[src/rtl/seg_serial_drv.sv]
// Serial driver for shift-register 7-segment display chains: builds a hex-decoded
// or raw per-digit frame (with dp and blink) and shifts it out MSB first with a latch pulse.
module seg_serial_drv #(
  parameter int DIGITS       = 8,
  parameter int CLK_DIV      = 2,
  parameter int BLINK_BITS   = 24,
  parameter int AUTO_REFRESH = 0
) (
  input  logic                  clk,
  input  logic                  rst,
  input  logic                  start,
  input  logic                  mode,
  input  logic                  flash,
  input  logic [4*DIGITS-1:0]   hexs,
  input  logic [DIGITS-1:0]     points,
  input  logic [DIGITS-1:0]     les,
  input  logic [8*DIGITS-1:0]   raw,
  output logic                  seg_clk,
  output logic                  seg_sout,
  output logic                  seg_pen,
  output logic                  seg_clrn,
  output logic                  busy,
  output logic                  done
);

  localparam int F  = 8 * DIGITS;
  localparam int CW = $clog2(2 * CLK_DIV) + 1;
  localparam int BW = $clog2(F) + 1;
  localparam logic [CW-1:0] HALF_LAST = CW'(CLK_DIV - 1);
  localparam logic [CW-1:0] BIT_END   = CW'(2 * CLK_DIV - 1);
  localparam logic [BW-1:0] LAST_BIT  = BW'(F - 1);

  typedef enum logic [1:0] {IDLE = 2'd0, SHIFT = 2'd1, LATCH = 2'd2} state_t;

  // Active-low {dp,g,f,e,d,c,b,a} pattern with the dp dark.
  function automatic logic [7:0] hex_seg(input logic [3:0] h);
    logic [7:0] s;
    case (h)
      4'h0: s = 8'hC0;  4'h1: s = 8'hF9;  4'h2: s = 8'hA4;  4'h3: s = 8'hB0;
      4'h4: s = 8'h99;  4'h5: s = 8'h92;  4'h6: s = 8'h82;  4'h7: s = 8'hF8;
      4'h8: s = 8'h80;  4'h9: s = 8'h90;  4'hA: s = 8'h88;  4'hB: s = 8'h83;
      4'hC: s = 8'hC6;  4'hD: s = 8'hA1;  4'hE: s = 8'h86;  4'hF: s = 8'h8E;
      default: s = 8'hFF;
    endcase
    return s;
  endfunction

  function automatic logic [F-1:0] build_frame(
    input logic m, input logic fl, input logic ph,
    input logic [4*DIGITS-1:0] hx, input logic [DIGITS-1:0] pt,
    input logic [DIGITS-1:0] le, input logic [F-1:0] rw);
    logic [F-1:0] fr;
    logic [7:0]   b;
    fr = '0;
    for (int i = 0; i < DIGITS; i++) begin
      if (m) b = rw[8*i +: 8];
      else   b = hex_seg(hx[4*i +: 4]) & {~pt[i], 7'h7F};
      if (fl && le[i] && ph) b = 8'hFF;
      fr[8*i +: 8] = b;
    end
    return fr;
  endfunction

  state_t                state_q, state_d;
  logic [CW-1:0]         cnt_q, cnt_d;
  logic [BW-1:0]         bit_q, bit_d;
  logic [F-1:0]          sh_q, sh_d;
  logic [BLINK_BITS-1:0] blink_q;
  logic                  clk_q, clk_d, pen_q, pen_d, busy_q, busy_d, done_q, done_d, clrn_q;
  logic [F-1:0]          frame_s;
  logic                  go_s;

  assign frame_s  = build_frame(mode, flash, blink_q[BLINK_BITS-1], hexs, points, les, raw);
  assign go_s     = start || (AUTO_REFRESH != 0);
  assign seg_clk  = clk_q;
  assign seg_sout = sh_q[F-1];
  assign seg_pen  = pen_q;
  assign seg_clrn = clrn_q;
  assign busy     = busy_q;
  assign done     = done_q;

  // Next-state and registered-output computation.
  always_comb begin
    state_d = state_q;
    cnt_d   = cnt_q;
    bit_d   = bit_q;
    sh_d    = sh_q;
    clk_d   = clk_q;
    pen_d   = pen_q;
    busy_d  = busy_q;
    done_d  = 1'b0;
    case (state_q)
      IDLE: begin
        clk_d  = 1'b0;
        pen_d  = 1'b1;
        busy_d = 1'b0;
        if (go_s) begin
          state_d = SHIFT;
          sh_d    = frame_s;
          cnt_d   = '0;
          bit_d   = '0;
          pen_d   = 1'b0;
          busy_d  = 1'b1;
        end else begin
          state_d = IDLE;
        end
      end
      SHIFT: begin
        cnt_d = cnt_q + CW'(1);
        if (cnt_q == HALF_LAST) begin
          clk_d = 1'b1;
        end else if (cnt_q == BIT_END) begin
          // Falling edge: either advance data or finish with the latch pulse.
          clk_d = 1'b0;
          cnt_d = '0;
          if (bit_q == LAST_BIT) begin
            state_d = LATCH;
            pen_d   = 1'b1;
            done_d  = 1'b1;
          end else begin
            bit_d = bit_q + BW'(1);
            sh_d  = {sh_q[F-2:0], 1'b1};
          end
        end else begin
          clk_d = clk_q;
        end
      end
      LATCH: begin
        state_d = IDLE;
        clk_d   = 1'b0;
        pen_d   = 1'b1;
        busy_d  = 1'b0;
      end
      default: begin
        state_d = IDLE;
        clk_d   = 1'b0;
        pen_d   = 1'b1;
        busy_d  = 1'b0;
      end
    endcase
  end

  // State, shifter, blink counter and output registers.
  always_ff @(posedge clk) begin
    if (rst) begin
      state_q <= IDLE;
      cnt_q   <= '0;
      bit_q   <= '0;
      sh_q    <= '1;
      blink_q <= '0;
      clk_q   <= 1'b0;
      pen_q   <= 1'b1;
      busy_q  <= 1'b0;
      done_q  <= 1'b0;
      clrn_q  <= 1'b0;
    end else begin
      state_q <= state_d;
      cnt_q   <= cnt_d;
      bit_q   <= bit_d;
      sh_q    <= sh_d;
      blink_q <= blink_q + BLINK_BITS'(1);
      clk_q   <= clk_d;
      pen_q   <= pen_d;
      busy_q  <= busy_d;
      done_q  <= done_d;
      clrn_q  <= 1'b1;
    end
  end

endmodule

[config.mk]
export PLATFORM = sky130hd
export DESIGN_NAME = seg_serial_drv
export DESIGN_NICKNAME = d
export VERILOG_FILES = /design/src/rtl/seg_serial_drv.sv
export SDC_FILE = /design/constraint.sdc
export NUM_CORES = 1
export LEC_CHECK = 0
export BUFFER_PORTS_ARGS = -buffer_cell sky130_fd_sc_hd__buf_2
export CORE_MARGIN = 1
export CORE_UTILIZATION = 62
export DETAILED_ROUTE_END_ITERATION = 16
export PLACE_DENSITY_LB_ADDON = 0.05
export SLEW_MARGIN = 10
export SYNTH_ARGS = -nofsm -noshare
export SYNTH_HDL_FRONTEND = slang
export SYNTH_SLANG_ARGS = --single-unit
[constraint.sdc]
create_clock -name clk -period 3.46 [get_ports clk]
set_input_delay 0.692 -clock clk [delete_from_list [all_inputs] [get_ports clk]]
set_output_delay 0.692 -clock clk [all_outputs]
set_load 0.02 [all_outputs]
# ---- Word level (Yosys, flattened, before mapping)
# Memory sizes are Yosys's and may differ from the RTL's.
# Cells that the tools add are included.
dict set report totals {
  inputBits 117
  rom_bits 896
  reg_bits 105
  elab_cells 126
  n_memories 8
  out_inout_bits 6
}
# memory depth word_bits read_ports rd_ports_with_merged_regs write_ports line_no
set memory_table {}
lappend memory_table {{(no name shown)} 16 7 1 0 0 38} ;# case (h)
lappend memory_table {{(no name shown)} 16 7 1 0 0 38}
lappend memory_table {{(no name shown)} 16 7 1 0 0 38}
lappend memory_table {{(no name shown)} 16 7 1 0 0 38}
lappend memory_table {{(no name shown)} 16 7 1 0 0 38}
lappend memory_table {{(no name shown)} 16 7 1 0 0 38}
lappend memory_table {{2 more memories} n/a n/a n/a n/a n/a n/a}
dict set report op_classes {
  n_bitwise 18
  reduce_logical 24
  mux 54
  add_sub_neg 3
  eq_ne 9
}
# op count
set op_table {}
lappend op_table {{$mux 64} 4}
lappend op_table {{$mux 8} 24}
lappend op_table {{$pmux 64 s2} 1}
lappend op_table {{$and 8x8->8} 8}
lappend op_table {{$mux 7} 4}
lappend op_table {{$add 24x1->24 const B} 1}
lappend op_table {{$logic_and 1x1->1} 16}
lappend op_table {{$pmux 7 s2} 1}
lappend op_table {{$mux 1} 10}
lappend op_table {{$ne 2x2->1 const B} 5}
lappend op_table {{$not 1->1} 10}
lappend op_table {{$mux 3} 3}
lappend op_table {{$add 7x1->7 const B} 1}
lappend op_table {{$eq 7x6->1 const B} 1}
lappend op_table {{$mux 2} 3}
lappend op_table {{$pmux 3 s2} 1}
lappend op_table {{$reduce_and 5->1} 1}
lappend op_table {{$pmux 1 s2} 2}
lappend op_table {{$pmux 2 s2} 1}
lappend op_table {{$reduce_bool 2->1} 2}
lappend op_table {{$reduce_or 4->1} 1}
lappend op_table {{$add 3x1->3 const B} 1}
lappend op_table {{$eq 3x1->1 const B} 1}
lappend op_table {{$eq 3x2->1 const B} 1}
lappend op_table {{other kinds (5)} 5}

# ---- Logic depth before layout (Yosys ltp)
# An unclocked memory read counts as a cell.
dict set report depth {
  depth_word 7
  ltp_mapped 8
  depth_no_buf 6
}

# ---- Worst setup path after synthesis
# OpenSTA, ideal clock, no wires.
dict set report synth_path {
  path_kind {input to register}
  startpoint {input start}
  endpoint {register sh_q[56]}
  t_arrival_ps 1986
  setup_time_ps 106
  path_stages 7
  path_buffers 3
  path_slack_ps 1368
  required_ps 3354
  cell_sequence {or3b_1 -> buf_2 -> o21ai_1 -> nand2b_1 -> buf_2 -> buf_2 -> o311ai_0}
}
dict set report synth_between {
  elab_chain_cells 2
}
# item line_no
set synth_rtl {}
lappend synth_rtl {{start, declared} 11} ;# input logic start,
lappend synth_rtl {{$ne 2x2->1 (no line)} n/a}
lappend synth_rtl {{$reduce_and 5->1 (no line)} n/a}
lappend synth_rtl {{end signal, assigned} 149} ;# sh_q <= '1;
lappend synth_rtl {{end signal, assigned} 160} ;# sh_q <= sh_d;
lappend synth_rtl {{end, declared} 67} ;# logic [F-1:0] sh_q, sh_d;
# No other way between the ends.
# A chain may end at the register's enable or synchronous reset.

# ---- Final worst setup path
dict set report layout_path {
  startpoint {register state_q[1]}
  endpoint {register sh_q[17]}
}
dict set report layout_between {
  elab_chain_cells 3
  word_cells_on_any_way 9
  classes_between {eq/ne: 5; mux: 1; reduce/logical: 3}
}
# item line_no
set layout_rtl {}
lappend layout_rtl {{start, declared} 64} ;# state_t state_q, state_d;
lappend layout_rtl {{start signal, assigned} 157} ;# state_q <= state_d;
lappend layout_rtl {{$eq 2x1->1 / $logic_not 2->1 (equally long branches)} 92} ;# case (state_q)
lappend layout_rtl {{$ne 2x2->1 (no line) / $reduce_bool 2->1 (equally long branches)} n/a}
lappend layout_rtl {{$reduce_and 5->1 (no line)} n/a}
# Several ways; a longest one is shown, not always the timed one.

==> impl_metrics.csv <==
group,metric,value,unit
die,die_area,12300,um^2
yosys,synth_top_cells_by_count,"105 x dfxtp_1, 104 x o21ai_0, 78 x nor2_1",
clock_tree,clk_path_buf_depth,2,
sta,worst_case_clock_skew,0.00934,ns
die,die_width,111,um
sta,finalCritPeriodShare,73.3,%
worst_setup_path,worstPathArrival,2.69,ns
detailed_routing,drt_pre_antenna_iters,5,
clock_tree,cts.root.buffer_cell,"clkbuf_16",
sta,hold-worst-slack,0.458,ns
clock_tree,post-cts-setup-buffer-count,0,
worst_setup_path,endpoint_of_the_lowest_slack_register_to_register_path,"sh_q[17]$_SDFFE_PP1P_",
power,power_density,368,nW/um^2
cells_and_area,multi_input_comb_area,4800,um^2
yosys,synthArstFlopShare,0,%
power,vdd.ir_drop.worst,296,uV
cells_and_area,fin_nets,1170,
worst_setup_path,start_kind,"flip-flop",
cells_and_area,regArea,2100,um^2
run,drv.max_cap_violation_count,0,
yosys,synth.yosys.seq_area_share,28.7,%
sta,worstMarginPinSlew,0.896,ns
yosys,synth_area,7320,um^2
sta,timing.final.hold_violations,0,
worst_setup_path,r2r_cells,5,
clock_tree,cts_inserted_buffers,9,
worst_setup_path,worst_setup_path_end_kind,"flip-flop",
die,start_util,63.9,%
grt,grt_usage,29.7,%
yosys,synth-seq-cells,105,
yosys,synth_top_area_cell,"dfxtp_1",
placement,portBuffers,122,
power,cellLeakagePower,3.23,nW
yosys,post-synth-top-area-fraction,28.7,%
power,power.share.switching,27.0,%
clock_tree,clock_latency,0.34,ns
detailed_routing,detail_route.iter0.violations,700,
yosys,synthCells,933,
sta,timing.final.setup_violations,0,
yosys,synth.area.top_cells,"dfxtp_1 29%, ha_1 10%, o21ai_0 7.1%, o311ai_0 4.8%, nor2_1 4.0%",
grt,first_global_vias,6593,
worst_setup_path,timing.critical_path.required,3.62,ns
yosys,synth_cell_types,58,
yosys,synthesized_area_divided_by_synthesized_cell_count,7.85,um^2
worst_setup_path,crit_fanout,41,
yosys,synthFlopType,"dfxtp_1",
detailed_routing,drcViolationCount,0,
clock_tree,cts.reportedPaths.clkPinSlew,0.07,ns
worst_setup_path,critical_path.startpoint,"state_q[1]$_SDFFE_PP0P_",
power,internal-power,0.00222,W
die,io_count,123,
yosys,ys_warn_count,0,
grt,largest_net_degree_at_the_start_of_global_routing,85,
sta,rsz_0062_raised_after_global_routing,"no",
sta,timing.final.max_slew_violations,0,
yosys,synth_edf_count,0,
clock_tree,cts_htree_levels,3,
worst_setup_path,crit_type,"flip-flop to flip-flop",
placement,dp_hpwl,12800,um
detailed_routing,wirelength,18400,um
detailed_routing,routed-via-count,7316,
cells_and_area,drive_gt1_share,17.6,%
worst_setup_path,critical_path.reg2reg.startpoint,"state_q[1]$_SDFFE_PP0P_",
sta,max_clock_freq,0.394,GHz
clock_tree,hold_buffers,0,
power,switchingPower,0.000820,W
die,design.core.area,11500,um^2
detailed_routing,per_cell_via_count_in_the_routed_design,6.41,
power,clockPowerShare,37.6,%
power,pwr-share-comb,18.9,%
clock_tree,tritoncts,"built",
clock_tree,ctsResizeCount,0,
sta,setup_tns,0,ns
sta,finalCriticalPeriod,2.54,ns
yosys,postSynthNetCount,1110,
grt,grt_pass1_wl,31000,um
die,dieHeight,111,um
grt,grt_antenna_before_repair,2,
die,row_count,39,
sta,relSlewSlack,40.2,%
grt,gr-total-overflow,0,
detailed_routing,ant_nets,0,
clock_tree,clock_sinks,105,
detailed_routing,drt-wirelength-per-cell,16.1,um
run_status,run_status,"finished clean",
power,seq_power_share,43.5,%
cells_and_area,filler_cell_count,929,
placement,finalWeightedCongestion,0.887,
worst_setup_path,critPathCapture,"sh_q[17]$_SDFFE_PP1P_",
worst_setup_path,timing.reg2reg.setup_slack,0.92,ns
worst_hold_path,hold_class,"flip-flop to flip-flop",
cells_and_area,syn2layout_area_growth,12.5,%
yosys,yosys.cell_count.top_type,"dfxtp_1",
power groups by stage:
stage | Combinational, W | Clock [W] | Sequential, W
final | 0.000573 | 0.00114 | 0.00132
after floorplan | 0.000385 | 0 | 0.00134
after CTS | 0.000567 | 0.00116 | 0.00132
after global routing | 0.000642 | 0.00121 | 0.00133
after detailed placement | 0.000564 | 0 | 0.00134
after global placement | 0.000543 | 0 | 0.00134
worst min path at each step:
stage                     startpoint                    end  slack [ns]  cells after the start
3_3_place_gp   blink_q[0]$_SDFF_PP0_  blink_q[0]$_SDFF_PP0_        0.44                      1
2_1_floorplan  blink_q[0]$_SDFF_PP0_  blink_q[0]$_SDFF_PP0_        0.43                      1
5_1_grt        bit_q[6]$_SDFFE_PP0P_  bit_q[6]$_SDFFE_PP0P_        0.47                      1
6_report       bit_q[6]$_SDFFE_PP0P_  bit_q[6]$_SDFFE_PP0P_        0.46                      1
4_1_cts        bit_q[6]$_SDFFE_PP0P_  bit_q[6]$_SDFFE_PP0P_        0.46                      1
3_5_place_dp   blink_q[0]$_SDFF_PP0_  blink_q[0]$_SDFF_PP0_        0.45                      1
logic make-up (layout without fill, tap and decap cells):
kind of cell | Yosys count | in the layout | share of synthesized area [%]
buffers and inverters | 113 | 177 | 5.98
multiplexers | 32 | 32 | 4.80
flip-flops | 105 | 105 | 28.7
adder cells (fa/ha/maj) | 60 | 60 | 10.2
other | 0 | 2 | 0
AND/OR/NAND/NOR | 305 | 305 | 21.0
AO/OA/AOI/OAI | 310 | 310 | 28.3
XOR/XNOR | 8 | 8 | 0.957
metrics by stage:
stage                     area [um^2]  instances  worst slack (ns)  power [W]  utilization (%)
after CTS                        8240       1140             0.931    0.00304             71.8
final                            8240       1142             0.924    0.00304             71.9
after global placement           7900       1125             0.951    0.00189             68.9
after global routing             8240       1142             0.693    0.00318             71.9
after detailed placement         7900       1125             0.823    0.00191             68.9
after floorplan                  7320        933              1.37    0.00172                -
state kept, by name, indices dropped and copies added (netlist names):
name,count
state_q,2
busy,1
seg_clrn,1
seg_clk,1
seg_pen,1
blink_q,24
bit_q,7
sh_q,64
cnt_q,3
done,1
worst max-delay path, cell delays in order (launching register included):
cell and delay (ns):
dfxtp_1 0.47, nand2b_2 0.59, buf_12 0.29, nand2_1 0.22, a2111oi_0 0.58, o311ai_0 0.20
final cells by class:
cell class | instances | area share, %
timing repair buffer | 135 | 8.77
antenna | 2 | 0.0607
tap | 143 | 2.17
inverter | 27 | 1.23
clock buffer | 10 | 2.78
sequential | 105 | 25.5
multi-input combinational | 715 | 58.2
clock inverter | 5 | 1.28
per-layer routing:
layer	up-vias	wire, um	GRT usage (%)
met2	252	8860	50.1
met5	-	0	0
met1	3427	8300	40.1
met4	0	301	8.71
met3	23	904	3.01
li1	3614	-	-
placed cells by master (no fill, tap or decap), drive strengths merged, types with 9 or more instances in the layout:
| master | instances |
|---|---|
| a2111oi | 23 |
| a211oi | 24 |
| a21oi | 33 |
| a31oi | 25 |
| buf | 135 |
| clkbuf | 10 |
| dfxtp | 105 |
| ha | 60 |
| inv | 27 |
| mux2i | 25 |
| nand2 | 75 |
| nand2b | 18 |
| nand3 | 30 |
| nor2 | 78 |
| nor2b | 12 |
| nor3 | 29 |
| nor4b | 9 |
| o21ai | 105 |
| o311ai | 43 |
| o31ai | 13 |
| o32ai | 13 |
Note: power is estimated with default switching activity, not from simulation.
